**src/rtl/mem_access_unit.sv**
```systemverilog
`default_nettype none
// ============================================================================
// Module   : mem_access_unit
// Brief    : MEM-stage data-memory access unit. It runs a req/ack handshake,
//            stalls the pipeline front and registers the MEM/WB payload.
// Revision : 1.0 - initial release
// ============================================================================
module mem_access_unit #(
  parameter int DATA_W = 32,
  parameter int RD_W   = 5
) (
  input  logic              clock,
  input  logic              reset,
  input  logic              inMemRead,
  input  logic              inMemWrite,
  input  logic              inWord,
  input  logic              inRegWrite,
  input  logic [DATA_W-1:0] inResult,
  input  logic [DATA_W-1:0] inStoreData,
  input  logic [RD_W-1:0]   inRd,
  output logic              stall,
  output logic              memReq,
  output logic              memWe,
  output logic [DATA_W-1:0] memAddr,
  output logic [DATA_W-1:0] memWData,
  output logic [3:0]        memByteEn,
  input  logic              memAck,
  input  logic [DATA_W-1:0] memRData,
  output logic [DATA_W-1:0] outWbData,
  output logic [RD_W-1:0]   outRd,
  output logic              outRegWrite,
  output logic              outMisaligned
);

  typedef enum logic [1:0] {
    S_IDLE = 2'd0,
    S_WAIT = 2'd1,
    S_DONE = 2'd2
  } state_t;

  state_t r_state;
  state_t w_nextState;

  logic              w_access;
  logic              w_isStore;
  logic              w_misaligned;
  logic              w_start;
  logic [1:0]        r_lane;
  logic              r_word;
  logic [DATA_W-1:0] r_rdata;
  logic [7:0]        w_byte;
  logic [DATA_W-1:0] w_loadData;

  // A simultaneous read and write is handled as a load.
  assign w_access     = inMemRead | inMemWrite;
  assign w_isStore    = inMemWrite & ~inMemRead;
  assign w_misaligned = inWord & (inResult[1:0] != 2'b00);
  assign w_start      = w_access & ~w_misaligned;

  assign w_byte     = r_rdata[{r_lane, 3'b000} +: 8];
  assign w_loadData = r_word ? r_rdata : {{(DATA_W-8){w_byte[7]}}, w_byte};

  always_ff @(posedge clock or posedge reset) begin
    if (reset) r_state <= S_IDLE;
    else       r_state <= w_nextState;
  end

  always_comb begin
    w_nextState = r_state;
    stall       = 1'b0;
    case (r_state)
      S_IDLE: begin
        if (w_start) begin
          w_nextState = S_WAIT;
          stall       = 1'b1;
        end
      end
      S_WAIT: begin
        stall = 1'b1;
        if (memAck) w_nextState = S_DONE;
      end
      S_DONE:  w_nextState = S_IDLE;
      default: w_nextState = S_IDLE;
    endcase
    if (reset) stall = 1'b0;
  end

  always_ff @(posedge clock or posedge reset) begin
    if (reset) begin
      memReq        <= 1'b0;
      memWe         <= 1'b0;
      memAddr       <= '0;
      memWData      <= '0;
      memByteEn     <= 4'b0000;
      r_lane        <= 2'b00;
      r_word        <= 1'b0;
      r_rdata       <= '0;
      outWbData     <= '0;
      outRd         <= '0;
      outRegWrite   <= 1'b0;
      outMisaligned <= 1'b0;
    end else begin
      outMisaligned <= 1'b0;
      case (r_state)
        S_IDLE: begin
          if (!w_access) begin
            outWbData   <= inResult;
            outRd       <= inRd;
            outRegWrite <= inRegWrite;
          end else if (w_misaligned) begin
            outMisaligned <= 1'b1;
            outRegWrite   <= 1'b0;
          end else begin
            memReq      <= 1'b1;
            memWe       <= w_isStore;
            memAddr     <= {inResult[DATA_W-1:2], 2'b00};
            memWData    <= inWord ? inStoreData : {4{inStoreData[7:0]}};
            memByteEn   <= inWord ? 4'b1111 : (4'b0001 << inResult[1:0]);
            r_lane      <= inResult[1:0];
            r_word      <= inWord;
            outRegWrite <= 1'b0;
          end
        end
        S_WAIT: begin
          outRegWrite <= 1'b0;
          if (memAck) begin
            memReq  <= 1'b0;
            r_rdata <= memRData;
          end
        end
        S_DONE: begin
          // EX/MEM still holds the instruction that made the access.
          outWbData   <= memWe ? inResult : w_loadData;
          outRd       <= inRd;
          outRegWrite <= inRegWrite & ~w_isStore;
        end
        default: outRegWrite <= 1'b0;
      endcase
    end
  end

endmodule
`default_nettype wire

```
**config.mk**
```make
export PLATFORM = sky130hd
export DESIGN_NAME = mem_access_unit
export DESIGN_NICKNAME = d
export VERILOG_FILES = /design/src/rtl/mem_access_unit.sv
export SDC_FILE = /design/constraint.sdc
export NUM_CORES = 1
export LEC_CHECK = 0
export BUFFER_PORTS_ARGS = -buffer_cell sky130_fd_sc_hd__buf_4
export CAP_MARGIN = 40
export CORE_UTILIZATION = 50
export CTS_CLUSTER_SIZE = 28
export DETAILED_ROUTE_END_ITERATION = 10
export GPL_ROUTABILITY_DRIVEN = 0
export GPL_TIMING_DRIVEN = 1
export PLACE_DENSITY = 0.81
export SYNTH_ARGS = -nofsm -noshare
export SYNTH_HDL_FRONTEND = slang
export SYNTH_SLANG_ARGS = --single-unit
```
**constraint.sdc**
```tcl
create_clock -name clock -period 7.1 [get_ports clock]
set_clock_uncertainty 0.2 [all_clocks]
set_input_delay 1.42 -clock clock [delete_from_list [all_inputs] [get_ports clock]]
set_output_delay 1.42 -clock clock [all_outputs]
set_load 0.01 [all_outputs]
```
-- Word level (Yosys, flattened, before mapping)
Index checks and enable logic that the tools add are counted.
Widths: inputs -> output; s select.
- flip-flop bits (word level): 144
- input port bits: 108
- logic and storage cells: 62
- equality and inequality tests: 7
- shift operators: 2
- multiplexer cells: 23
- bitwise gates (word level): 8
- reduce and logical (&&, ||, !) cells: 9
- operators by type and width (operator ; number):
    $mux 32 ; 4
    $pmux 32 s2 ; 1
    $shiftx 32x6->8 ; 1
    $ne 2x2->1 const B ; 5
    $pmux 5 s2 ; 1
    $mux 1 ; 9
    $pmux 1 s2 ; 3
    $reduce_and 2->1 ; 3
    $reduce_bool 2->1 ; 3
    $mux 5 ; 1
    $and 1x1->1 ; 4
    $mux 2 ; 2
    $mux 4 ; 1
    $pmux 2 s2 ; 1
    $reduce_and 4->1 ; 1
    $shl 1x2->4 const A ; 1
    $not 1->1 ; 3
    $reduce_and 3->1 ; 1
    $eq 2x1->1 const B ; 1
    $eq 2x2->1 const B ; 1
    $logic_not 2->1 ; 1
    $or 1x1->1 ; 1

-- Depth between registers and ports, before layout
- word-level depth: 7
- depth in mapped cells: 7
- gate-level depth less buffers: 4

-- Worst setup path after synthesis
OpenSTA, ideal clock, no wires.
- path kind: input -> output
- start point: in inResult[0]
- end point: out stall
- arrival time: 2663 ps
- required time: 5480 ps
- path slack: 2817 ps
- cell stages on the path: 7
- path through: or2_0 > buf_2 > a211oi_2 > buf_6 > buf_6 > nor2_1 > nor3_1
- longest elaborated chain between the ends: 7
- RTL lines (element ; line ; RTL):
    from (decl) ; 18 ; input logic [DATA_W-1:0] inResult,
    $reduce_bool 2->1 ; 57 ; assign w_misaligned = inWord & (inResult[1:0] != 2'b00);
    $and 1x1->1 ; 57 ;
    $not 1->1 (no line) ; -- ;
    $and 1x1->1 ; 58 ; assign w_start = w_access & ~w_misaligned;
    $mux 1 ; 73 ; if (w_start) begin
    $pmux 1 s2 ; 71 ; case (r_state)
    $mux 1 ; 85 ; if (reset) stall = 1'b0;
    to (decl) ; 21 ; output logic stall,
Every way passes these cells.

-- Worst setup path in the final report
Ends and elaborated chain as after synthesis.

==> reports/qor_table.md <==
| Group | Quantity | Value |
|---|---|---|
| clocking | Cts-stage hold buffer count | 0 |
| clocking | Max Root-Sink Buffers | 2 |
| drt | Remaining antenna violation count | 0 |
| clocking | CTS tree | yes |
| power and ir drop | Power density cells | 475 nW/um2 |
| outcome | Status | complete, no violations |
| floorplan | Die X | 113 um |
| floorplan | Core Rows | 40 |
| clocking | Master cell of the clock root buffer | clkbuf_16 |
| yosys | Post-Synth Adder-Cell Area | 0% |
| yosys | Main synth FF type | dfrtp_1 |
| yosys | Mean instance size in the synthesized netlist | 10.2 um2 |
| layout | Growth of design area from synthesis to finish | 39.9% |
| sta | Hold violation total from the final report | 0 |
| clocking | Number of clock buffers inserted by TritonCTS | 17 |
| yosys | Yosys reg bits | 144 |
| sta | Setup-violating endpoint count in the final report | 0 |
| layout | Top library cells by usage in the layout, fill and taps aside | buf_4 (218), dfrtp_1 (144), nand2_1 (120) |
| worst setup path | CP arrival | 2.61 ns |
| grt | First-pass GRT wire length | 26,600 um |
| placement | Detailed Place HPWL | 11,900 um |
| grt | Grt ovf | 0 |
| worst setup path | CP Data Required Time | 5.48 ns |
| clocking | Number of buffers added for setup after CTS | 0 |
| grt | Initial antenna violation count | 0 |
| clocking | H-tree level count | 4 |
| worst setup path | Critical path class | in2out |
| drt | Routed vias | 5,351 |
| drt | Post-detailed-route via-to-cell ratio | 5.41 |
| sta | Slew HR | 47.3% |
| worst setup path | Crit-path max FO | 7 |
| grt | Largest net degree at the start of global routing | 84 |
| sta | Final total negative setup slack | 0 ns |
| yosys | Cell variety after synth | 39 |
| power and ir drop | Reported leakage power | 4.07 nW |
| power and ir drop | Power, Total | 0.00413 W |
| sta | Max frequency | 0.236 GHz |
| layout | Fraction of layout instances using a drive strength above 1 | 36.1% |
| worst setup path | Nature of the critical path startpoint | input pin |
| layout | Most common library cell in the layout ignoring fill and taps | buf_4 |
| sta | Transition time at the pin with the least slew margin | 0.791 ns |
| floorplan | Area of the core | 12,100 um2 |
| hold path | Type of the tightest min-delay check | reg2reg |
| floorplan | Ports placed on the boundary | 218 |
| yosys | Dominant combinational cell family by area after synthesis | simple AND/OR/NAND/NOR gates |
| placement | Number of cells in the design after placement | 956 |
| floorplan | Height of the die | 113 um |
| worst setup path | Slowest stage cell on the critical path | or2_0 |
| grt | Global-route usage over all layers | 27.3% |
| worst setup path | Sequence of cells on the critical path | buf_4 > or2_0 > a211oi_4 > nor2_1 > nor3_1 > buf_4 |
| floorplan | Overall die area | 12,900 um2 |
| drt | Detailed-route DRC error count | 0 |
| drt | Sum of routed wire length over all layers | 17,000 um |
| yosys | Portion of netlist area occupied by mux cells | 8.32% |
| yosys | Sequential cell area fraction in the yosys report | 58.0% |
| yosys | Cell area after synthesis | 6210 um2 |
| yosys | Post-synth EDFFs | 0 |
| worst setup path | Maximum single-stage delay on the critical path | 0.37 ns |
| worst setup path | Cell family contributing the most delay on the critical path | simple AND/OR/NAND/NOR gates |
| layout | Post-layout net count | 916 |
| clocking | Clock sink count | 144 |
| grt | Number of global-route vias before repair | 5,216 |
| yosys | Simple-gate portion of the synthesized area | 16.1% |
| yosys | Proportion of register bits with asynchronous set or reset after synthesis | 100% |
| clocking | # resized after CTS | 0 |
| sta | Post-route fraction of the period consumed by the critical path | 59.6% |
| sta | Max-slew violations | 0 |
| yosys | Post-Syn Instances | 609 |
| worst setup path | Total buffers and inverters traversed by the critical path | 2 |
| drt | Average wire per cell in the routed design | 17.2 um |
| clocking | Clock transition at the registers of the reported paths | 0.06 ns |
| drt | DR iter-0 viols | 419 |
| worst setup path | Nature of the critical path endpoint | output port |
| layout | ANT cells | 0 |
| power and ir drop | Worst VDD drop | 239 uV |
| drt | Number of iterations in the first detailed-routing pass | 5 |
| placement | Number of buffers inserted by port buffering | 215 |
| sta | Final min period | 4.23 ns |
| yosys | Number of warnings issued by yosys | 0 |
| floorplan | Initial Utilization | 51.5% |
| yosys | Compound-gate portion of the synthesized area | 12.6% |
| yosys | Post-synthesis share of cell area spent on xor and xnor gates | 0.282% |
| flow run | Number of maximum-capacitance violations | 0 |
| clocking | Clock latency on the worst-skew pair | 0.42 ns |
| sta | Worst hold margin | 0.282 ns |
| sta | Setup repair after global routing missed its margin | no |
| worst setup path | Most numerous cell on the critical path | buf_4 |
| layout | Post-layout instance count excluding filler cells | 989 |
## area by class of cell
class                   count  area, um2
multi-input cells         411       2340
clock inverters            14        309
inverters                  10       42.5
well taps                 168        210
repair buffers            224       1750
flip-flops and latches    144       3600
fillers                   883       3370
clock buffers              18        439
## metal layers
| layer | vias up | wire (um) | track usage, % |
|---|---|---|---|
| met5 | - | 0 | 0 |
| met4 | 0 | 503 | 13.4 |
| met3 | 39 | 994 | 6.16 |
| met2 | 222 | 8550 | 45.2 |
| met1 | 2612 | 6950 | 33.8 |
| li1 | 2478 | - | - |
## stage by stage
step                      setup slack [ns]  instance area, um2  utilization (%)
after floorplan                       1.61                6220                -
final                                 2.87                8690             72.0
after detailed placement              2.88                7910             65.6
after global routing                  2.83                8690             72.0
after CTS                             2.88                8660             71.8
after global placement                2.94                7830             64.9
## where the power goes
group	switching, W	leakage (nW)	internal (W)
registers	0.000286	1.68	0.00122
clock network	0.000346	0.360	0.000775
logic	0.000741	2.03	0.000761
## logic make-up (layout without fill, tap and decap cells)
kind of cell           count (synthesis)  after routing
AO/OA/AOI/OAI                        116            116
flip-flops                           144            144
AND/OR/NAND/NOR                      246            246
other                                  1              2
XOR/XNOR                               2              2
multiplexers                          45             45
buffers and inverters                 55            266
## final timing paths
kind,start,end,slack (ns),cells past startpoint
setup / recovery,inResult[0],stall,2.87,6
setup reg to reg,r_lane[0],outWbData[19],4.56,4
hold / removal,r_rdata[6],r_rdata[6],0.28,2
hold reg to reg,r_rdata[6],r_rdata[6],0.28,2
max in group asynchronous,reset,memAddr[31],4.48,3
min in group asynchronous,reset,outMisaligned,0.92,2
## worst min-delay path: stages (launching register included)
cell,delay [ns]
dfrtp_1,0.35
nand2_1,0.05
nand2_1,0.05
## flip-flops by register name (all words and copies together), names as in the netlist, 2 cells and up
register / count
r_lane: 2
memByteEn: 4
outWbData: 32
outRd: 5
memAddr: 30
r_state: 2
memWData: 32
r_rdata: 32
## Yosys cell counts, drive strengths merged (2+ instances only)
master	instances	area share, %
nand2b	8	0.81
nor2b	8	0.81
dfrtp	144	58
a22o	2	0.28
a22oi	4	0.48
nand3	6	0.48
a211oi	2	0.52
inv	10	0.60
nand2	120	7.3
nor3	3	0.24
mux2	43	7.8
o2111ai	6	0.85
a31oi	7	0.70
o211ai	6	0.73
xor2	2	0.28
o21ai	9	0.73
a221oi	25	3.5
buf	17	2.3
or2	4	0.40
nor2	92	5.6
o21ba	2	0.32
nor3b	2	0.24
clkbuf	28	1.7
a21oi	49	3.9
Note: power is estimated with default switching activity, not from simulation.
